### src/rtl/wr_ptr_ctrl.sv
// wr_ptr_ctrl: write-side pointer and flag controller of an asynchronous FIFO.
// Lives entirely in the wr_clk domain. Keeps the binary/Gray write pointers,
// synchronises the read-domain Gray pointer and derives registered full,
// almost_full, fill level and (optionally) a sticky overflow flag.
// Optional feature macro: WR_PTR_CTRL_OVF_EN (sticky overflow logic).
module wr_ptr_ctrl #(
    parameter int ADDR_WIDTH  = 8,
    parameter int SYNC_STAGES = 2
) (
    input  logic                  wr_clk,
    input  logic                  wr_rstn,
    input  logic                  wr_en,
    input  logic [ADDR_WIDTH:0]   rd_ptr_gray,
    input  logic [ADDR_WIDTH:0]   afull_thresh,
    input  logic                  ovf_clr,
    output logic                  wr_inc,
    output logic [ADDR_WIDTH-1:0] wr_addr,
    output logic [ADDR_WIDTH:0]   wr_ptr_gray,
    output logic                  full,
    output logic                  almost_full,
    output logic [ADDR_WIDTH:0]   wr_level,
    output logic                  overflow
);

    localparam int PW = ADDR_WIDTH + 1;

    // Gray to binary: each binary bit is the XOR of all Gray bits above and at it.
    function automatic logic [PW-1:0] gray2bin(input logic [PW-1:0] g);
        logic [PW-1:0] b;
        b[PW-1] = g[PW-1];
        for (int i = PW - 2; i >= 0; i--) begin
            b[i] = b[i+1] ^ g[i];
        end
        return b;
    endfunction

    logic [PW-1:0] bin_q, bin_d;
    logic [PW-1:0] gray_q, gray_d;
    logic [PW-1:0] level_q, level_d;
    logic          full_q, full_d;
    logic          afull_q, afull_d;
    logic [PW-1:0] sync_q [SYNC_STAGES];
    logic [PW-1:0] rq_s;
    logic [PW-1:0] rq_bin_s;
    logic [PW-1:0] full_cmp_s;
    logic          wr_inc_s;

    // Reset gates the request so nothing reaches the RAM while wr_rstn is low.
    assign wr_inc_s = wr_en & ~full_q & wr_rstn;

    // Next pointer, full compare, level and almost-full, all from the next pointer
    // so that the flags line up with the edge that accepts the write.
    always_comb begin
        bin_d      = bin_q + {{ADDR_WIDTH{1'b0}}, wr_inc_s};
        gray_d     = bin_d ^ (bin_d >> 1);
        rq_s       = sync_q[SYNC_STAGES-1];
        rq_bin_s   = gray2bin(rq_s);
        full_cmp_s = {~rq_s[PW-1:PW-2], rq_s[PW-3:0]};
        full_d     = (gray_d == full_cmp_s);
        level_d    = bin_d - rq_bin_s;
        afull_d    = (afull_thresh != {PW{1'b0}}) && (level_d >= afull_thresh);
    end

    // Plain flop chain bringing the read Gray pointer into wr_clk; no logic between stages.
    always_ff @(posedge wr_clk or negedge wr_rstn) begin
        if (!wr_rstn) begin
            for (int i = 0; i < SYNC_STAGES; i++) begin
                sync_q[i] <= {PW{1'b0}};
            end
        end else begin
            sync_q[0] <= rd_ptr_gray;
            for (int i = 1; i < SYNC_STAGES; i++) begin
                sync_q[i] <= sync_q[i-1];
            end
        end
    end

    // Pointer and flag registers.
    always_ff @(posedge wr_clk or negedge wr_rstn) begin
        if (!wr_rstn) begin
            bin_q   <= {PW{1'b0}};
            gray_q  <= {PW{1'b0}};
            level_q <= {PW{1'b0}};
            full_q  <= 1'b0;
            afull_q <= 1'b0;
        end else begin
            bin_q   <= bin_d;
            gray_q  <= gray_d;
            level_q <= level_d;
            full_q  <= full_d;
            afull_q <= afull_d;
        end
    end

`ifdef WR_PTR_CTRL_OVF_EN
    logic ovf_q, ovf_d;

    // Sticky overflow: a write attempt while full sets it and wins over a clear.
    always_comb begin
        if (wr_en && full_q) begin
            ovf_d = 1'b1;
        end else if (ovf_clr) begin
            ovf_d = 1'b0;
        end else begin
            ovf_d = ovf_q;
        end
    end

    // Overflow flag register.
    always_ff @(posedge wr_clk or negedge wr_rstn) begin
        if (!wr_rstn) begin
            ovf_q <= 1'b0;
        end else begin
            ovf_q <= ovf_d;
        end
    end

    assign overflow = ovf_q;
`else
    logic unused_ovf_clr_s;
    assign unused_ovf_clr_s = ovf_clr;
    assign overflow         = 1'b0;
`endif

    assign wr_inc      = wr_inc_s;
    assign wr_addr     = bin_q[ADDR_WIDTH-1:0];
    assign wr_ptr_gray = gray_q;
    assign full        = full_q;
    assign almost_full = afull_q;
    assign wr_level    = level_q;

endmodule

### config.mk
export PLATFORM = sky130hd
export DESIGN_NAME = wr_ptr_ctrl
export DESIGN_NICKNAME = d
export VERILOG_FILES = /design/src/rtl/wr_ptr_ctrl.sv
export SDC_FILE = /design/constraint.sdc
export NUM_CORES = 1
export LEC_CHECK = 0
export ABC_AREA = 1
export BUFFER_PORTS_ARGS = -buffer_cell sky130_fd_sc_hd__buf_4
export CAP_MARGIN = 20
export CORE_MARGIN = 2
export CORE_UTILIZATION = 50
export CTS_CLUSTER_DIAMETER = 60
export CTS_CLUSTER_SIZE = 40
export DETAILED_ROUTE_END_ITERATION = 8
export HOLD_SLACK_MARGIN = 0.02
export PLACE_DENSITY_LB_ADDON = 0.05
export REMOVE_ABC_BUFFERS = 1
export SLEW_MARGIN = 20
export SYNTH_ARGS = -nofsm -noshare
export SYNTH_HDL_FRONTEND = slang
export SYNTH_SLANG_ARGS = --single-unit
### constraint.sdc
create_clock -name wr_clk -period 8.7 [get_ports wr_clk]
set_clock_uncertainty 0.05 [all_clocks]
set_input_delay 0.435 -clock wr_clk [delete_from_list [all_inputs] [get_ports wr_clk]]
set_output_delay 0.435 -clock wr_clk [all_outputs]
set_load 0.01 [all_outputs]
==> impl_results.md, run 1 <==
- Initial Util: 51.5%
- Relative slew margins: 61.4%
- Reg2reg end: almost_full$_DFF_PN0_
- Final cell utilization of the core: 62.4%
- Clk sink count: 46
- Clock transition at path regs: 80 ps
- Status: completed
- Most common cell after layout, fill and taps aside: nand2_1
- Core box area: 4690 um2
- Min Tclk post-route: 4150 ps
- CP Capture Point: almost_full$_DFF_PN0_
- Crit. Startpoint: wr_rstn
- Mapped Avg Cell Area: 8.75 um2
- Cell repeated most along the worst path: nand2_1
- R2R cell count: 28
- VDD IR-drop max: 0.000163 V
- Final WS setup: 4550 ps
- Worst min path class: in -> async
- Crit-path max FO: 47
- Main synth FF type: dfrtp_1
- Async set or reset register ratio after synthesis: 100%
- Slew Limit Fails: 0
- Fin nets: 373
- Placement Setup Slack: 4180 ps
- Hold slack: 67.4 ps
- DR pass1 iterations: 4
- Most frequent cells in the layout: nand2_1, buf_4, inv_1
- Postcts setup bufs: 0
- Reg area: 1150 um2
- Cell Rows: 25
- Synth Cell Area: 2410 um2
- Gpl congestion: 0.860
- Netlist cell types: 27
- P_sw: 0.430 mW
- DRT iter0 DRCs: 83
- Clock power share: 12.4%
- Routed wire per std cell: 11.4 um
- Worst-margin pin slew: 580 ps
- Post-synthesis cell count: 276
- Fin area: 2930 um2
- Sw Ratio: 42.6%
- Tcrit/Tclk final: 47.7%
- Synth Warn #: 0
- Post-Route WL: 4400 um
- Post-route ant nets: 0
- R2r setup slk: 4640 ps
- PostCTS Resize Cnt: 0
- CP max stage cell: buf_4
- Pwr Total: 1.01 mW
- Routed via count: 1851
- DR vias/cell: 4.80
- Fin cells: 386
- Reg power frac: 31.2%
- Later-pin clock latency in the skew report: 300 ps
- Setup TNS: 0 ps
- Number of synthesized flops with an enable pin: 0
- Global Route Usage Sum: 17.7%
- Total grt overflow: 0
- Vias in the first global route: 1678
- WP data arrival: 4290 ps
- DRC Markers: 0
- Pin count of the biggest net entering global routing: 48
- # H-tree levels: 2
- Register area share after synthesis: 47.7%
- Initial antenna violation count: 0
- Final hold violations: 0
- P_int: 0.579 mW
- Placed insts: 378
- #FFs+latches synth: 46
- Multi-input logic area: 1070 um2
- Reg2reg start: rq_s[8]$_DFF_PN0_
- Die area: 5400 um2
- Port Buffers: 49
- CTS Buffer Depth: 2
- # Max-Cap Violations: 0
- RSZ-0062 raised after global routing: false
- Die Span Y: 73.5 um
- PD cells: 344 nW/um2
- Critical path class: in -> reg
- Startpoint Class: input pin
- Setup violators final: 0
- # hold bufs at CTS: 0
- Fill cells: 435
- Critical Path End Type: flip-flop
- Layout overhead on the synthesized area: 21.3%
- Diode count: 0
- Fmax: 241 MHz
- Post-DP HPWL: 3570 um
- Slowest cell delay on critical path: 450 ps
- Root Buffer: clkbuf_8
- Cts bufs inserted: 5
- First-pass GRT wire length: 7180 um
- CTS tree: done
- Worst Path Required: 8840 ps
- Num ports: 52
- DP Area: 2840 um2
- Static Leak: 1.62 nW
- Part of the power in combinational logic: 56.4%
- Fraction of layout cells with a size suffix above 1: 21.7%
- Die X: 73.5 um
[kinds of logic (layout without fill, tap and decap cells)]
logic type               count (synthesis)  count (layout)  share of synthesized area, %
AND/OR/NAND/NOR                        125             125                          24.1
buffers and inverters                   50             106                          7.93
flip-flops                              46              46                          47.7
AO/OA/AOI/OAI                           22              22                          4.82
adder cells (fa/ha/maj)                 20              20                          10.7
XOR/XNOR                                12              12                          4.66
other                                    1               1                         0.155
[worst max-delay path: cells and delay by family]
kind	cells	cell delay, ps
buf+inv	5	720
simple gates	14	1190
fa+ha+maj	4	1060
compound gates	5	850
[per-layer routing]
metal / up-vias / global-route usage [%] / wire length (um)
li1: 980 / - / -
met1: 820 / 22.0 / 1990
met2: 45 / 29.8 / 2100
met3: 6 / 4.25 / 252
met4: 0 / 6.67 / 70
met5: - / 0 / 0
[cell usage after synthesis, types with 2 or more instances]
library cell | instances | share of area [%]
nand2_1 | 68 | 11
nand4_1 | 2 | 0.52
nor2_1 | 9 | 1.4
nand2_2 | 7 | 1.8
nor2_4 | 2 | 0.93
o21ai_0 | 7 | 1.5
nand3_1 | 27 | 5.6
xnor2_1 | 2 | 0.73
nand3_2 | 3 | 1.2
a21oi_1 | 13 | 2.7
xor2_1 | 9 | 3.3
inv_1 | 48 | 7.5
dfrtp_1 | 46 | 48
ha_1 | 19 | 9.8
nor4_1 | 2 | 0.52
[worst min path at each step]
stage	slack, ps	cells past startpoint	end
finish	70	1	wr_level[1]$_DFF_PN0_
global route	120	1	wr_level[1]$_DFF_PN0_
CTS	100	1	almost_full$_DFF_PN0_
detailed placement	280	0	rq_s[4]$_DFF_PN0_
global placement	280	0	rq_s[1]$_DFF_PN0_
floorplan	90	0	almost_full$_DFF_PN0_
[flip-flops by register name, summed over array words and instances (netlist names)]
name / count
full: 1
wr_ptr_gray: 8
sync_q: 9
bin_q: 9
wr_level: 9
rq_s: 9
almost_full: 1
[power groups by stage]
stage | sequential (mW) | combinational (mW) | clock (mW)
2_1_floorplan | 0.348 | 0.349 | 0
3_3_place_gp | 0.318 | 0.563 | 0
3_5_place_dp | 0.319 | 0.574 | 0
4_1_cts | 0.315 | 0.577 | 0.131
5_1_grt | 0.323 | 0.646 | 0.138
6_report | 0.314 | 0.568 | 0.125
[cell type report]
type | count | area share (%)
inverters | 49 | 6.28
clock buffers | 6 | 2.48
flip-flops and latches | 46 | 39.3
well taps | 54 | 2.31
clock inverters | 2 | 0.470
repair buffers | 49 | 12.6
multi-input cells | 180 | 36.6
Power figures use the tool's default switching activity.
==> run 2: changes to the inputs <==
Clock period 8.7 ns to 4 ns, I/O delays scaled along.
==> run 2 against run 1 <==
Cell area is 9.2% higher. Via count is 4.9% higher. Critical path type is now reg -> reg. Utilization is 5.7 points higher. Power is 140% higher. Register-to-register slack worse by 4400 ps.
==> impl_results.md, run 2 (synthesis gave the netlist of run 1 again) <==
- Final cell utilization of the core: 68.2% (+5.7 points)
- Clk sink count: 46 (unchanged)
- Later-pin clock latency in the skew report: 290 ps (about the same)
- Routed via count: 1942 (+4.9%)
- WP data arrival: 3890 ps (-400 ps)
- Clock power share: 14.5% (+2.1 points)
- Diode count: 0 (unchanged)
- Clock transition at path regs: 80 ps (about the same)
- Setup violators final: 0 (unchanged)
- P_sw: 0.988 mW (+130%)
- DP Area: 2850 um2 (+0.26%)
- Most common cell after layout, fill and taps aside: nand2_1
- DRC Markers: 0 (unchanged)
- Global Route Usage Sum: 18.7% (+0.97 points)
- Hold slack: 186 ps (+118 ps)
- Buf+Inv Stages, Crit Path: 3 (-2)
- Pwr Total: 2.40 mW (+140%)
- P_int: 1.41 mW (+140%)
- CTS tree: done
- Cts bufs inserted: 5 (unchanged)
- Sw Ratio: 41.3% (-1.4 points)
- VDD IR-drop max: 0.000359 V (+120%)
- Crit-path max FO: 4 (-91%)
- Routed wire per std cell: 11.9 um (+4.5%)
- Placement Setup Slack: -3.85 ps (-4190 ps)
- Reg power frac: 28.7% (-2.5 points)
- # H-tree levels: 2 (unchanged)
- Worst Path Required: 4140 ps (-4700 ps)
- Slew Limit Fails: 0 (unchanged)
- # Max-Cap Violations: 0 (unchanged)
- Final WS setup: 250 ps (-4300 ps)
- Cell Rows: 25 (unchanged)
- Top delay family on crit path: simple AND/OR/NAND/NOR gates
- Slowest cell delay on critical path: 410 ps (-40 ps)
- Port Buffers: 49 (unchanged)
- Die area: 5400 um2 (unchanged)
- Die Span Y: 73.5 um (unchanged)
- Status: completed
- Critical path class: reg -> reg
- Worst min path class: in -> reg
- Core box area: 4690 um2 (unchanged)
- DR vias/cell: 4.88 (+1.8%)
- Initial antenna violation count: 0 (unchanged)
- Part of the power in combinational logic: 56.8% (+0.4 points)
- Startpoint Class: flip-flop
- Min Tclk post-route: 3750 ps
- Total grt overflow: 0 (unchanged)
- DR pass1 iterations: 6 (+2)
- Fill cells: 376 (-14%)
- Final hold violations: 0 (unchanged)
- Critical Path End Type: flip-flop
- Static Leak: 1.71 nW (+5.8%)
- Fraction of layout cells with a size suffix above 1: 29.4% (+7.7 points)
- Layout overhead on the synthesized area: 32.4%
- Placed insts: 379 (+0.26%)
- Post-DP HPWL: 3630 um (+1.7%)
- Pin count of the biggest net entering global routing: 47 (-2.1%)
- Fin nets: 386 (+3.5%)
- Relative slew margins: 62.9% (+1.5 points)
- Fin cells: 398 (+3.1%)
- DRT iter0 DRCs: 79 (-4.8%)
- Worst-margin pin slew: 557 ps (-22.9 ps)
- Setup TNS: 0 ps (unchanged)
- Root Buffer: clkbuf_8
- Die X: 73.5 um (unchanged)
- Initial Util: 51.5% (unchanged)
- Post-route ant nets: 0 (unchanged)
- Gpl congestion: 0.842 (-2.1%)
- Fmax: 267 MHz
- Tcrit/Tclk final: 93.8%
- R2r setup slk: 250 ps (-4390 ps)
- Num ports: 52 (unchanged)
- Post-Route WL: 4740 um (+7.7%)
- Most frequent cells in the layout: nand2_1, buf_4, inv_1
- CTS Buffer Depth: 2 (unchanged)
- Fin area: 3200 um2 (+9.2%)
- First-pass GRT wire length: 7580 um (+5.6%)
- Vias in the first global route: 1771 (+5.5%)
- PD cells: 749 nW/um2 (+120%)
- CP max stage cell: dfrtp_1
run 2: cell count changes in the layout (fill, tap and decap cells not counted), sizes merged:
cell / delta
bufinv: +1
buf: +3
dlygate4sd3: +10
clkinv: -2
run 2: path summary, 6_finish.rpt:
path / from / depth (start not counted) / end
max in group asynchronous: wr_rstn / 3 / wr_ptr_gray[5]$_DFF_PN0_
min: afull_thresh[7] / 5 / almost_full$_DFF_PN0_
min reg2reg: sync_q[13]$_DFF_PN0_ / 0 / rq_s[4]$_DFF_PN0_
min in group asynchronous: wr_rstn / 3 / wr_level[4]$_DFF_PN0_
max reg2reg: rq_s[8]$_DFF_PN0_ / 26 / almost_full$_DFF_PN0_
max: rq_s[8]$_DFF_PN0_ / 26 / almost_full$_DFF_PN0_
run 2: final cells by class:
| type | count | area [um2] | share of cell area (%) |
|---|---|---|---|
| multi-input combinational | 180 | 1190 | 37.3 |
| sequential | 46 | 1150 | 36.0 |
| timing repair buffer | 62 | 490 | 15.3 |
| inverter | 49 | 184 | 5.75 |
| clock buffer | 6 | 82.6 | 2.58 |
| tap | 54 | 67.6 | 2.11 |
| clock inverter | 1 | 30.0 | 0.939 |
run 2: worst min-delay path, stage by stage:
cell	delay [ps]
buf_4	80
nor4_1	40
nand3_1	60
o21ai_1	70
inv_1	50
run 2: power groups by stage:
stage	logic, mW	clock network [mW]	registers [mW]
finish	1.36	0.347	0.688
global route	1.55	0.377	0.703
CTS	1.26	0.361	0.687
global placement	1.23	0	0.694
floorplan	0.760	0	0.757
detailed placement	1.24	0	0.696
run 2: per-layer routing:
metal / global-route usage, % / share of wire, %
met3: 4.39 / 4.5
met5: 0 / 0
met1: 24.0 / 46
met2: 31.6 / 49
met4: 4.85 / 0.84
run 2: what timing repair did:
item | CTS | global route
gates resized for setup | 1 | 28
endpoints found under the hold margin | 55 | 0
buffers inserted | 0 | 2
hold buffers | 10 | 0
pin swaps | 0 | 5
endpoints found under the setup margin | 1 | 1
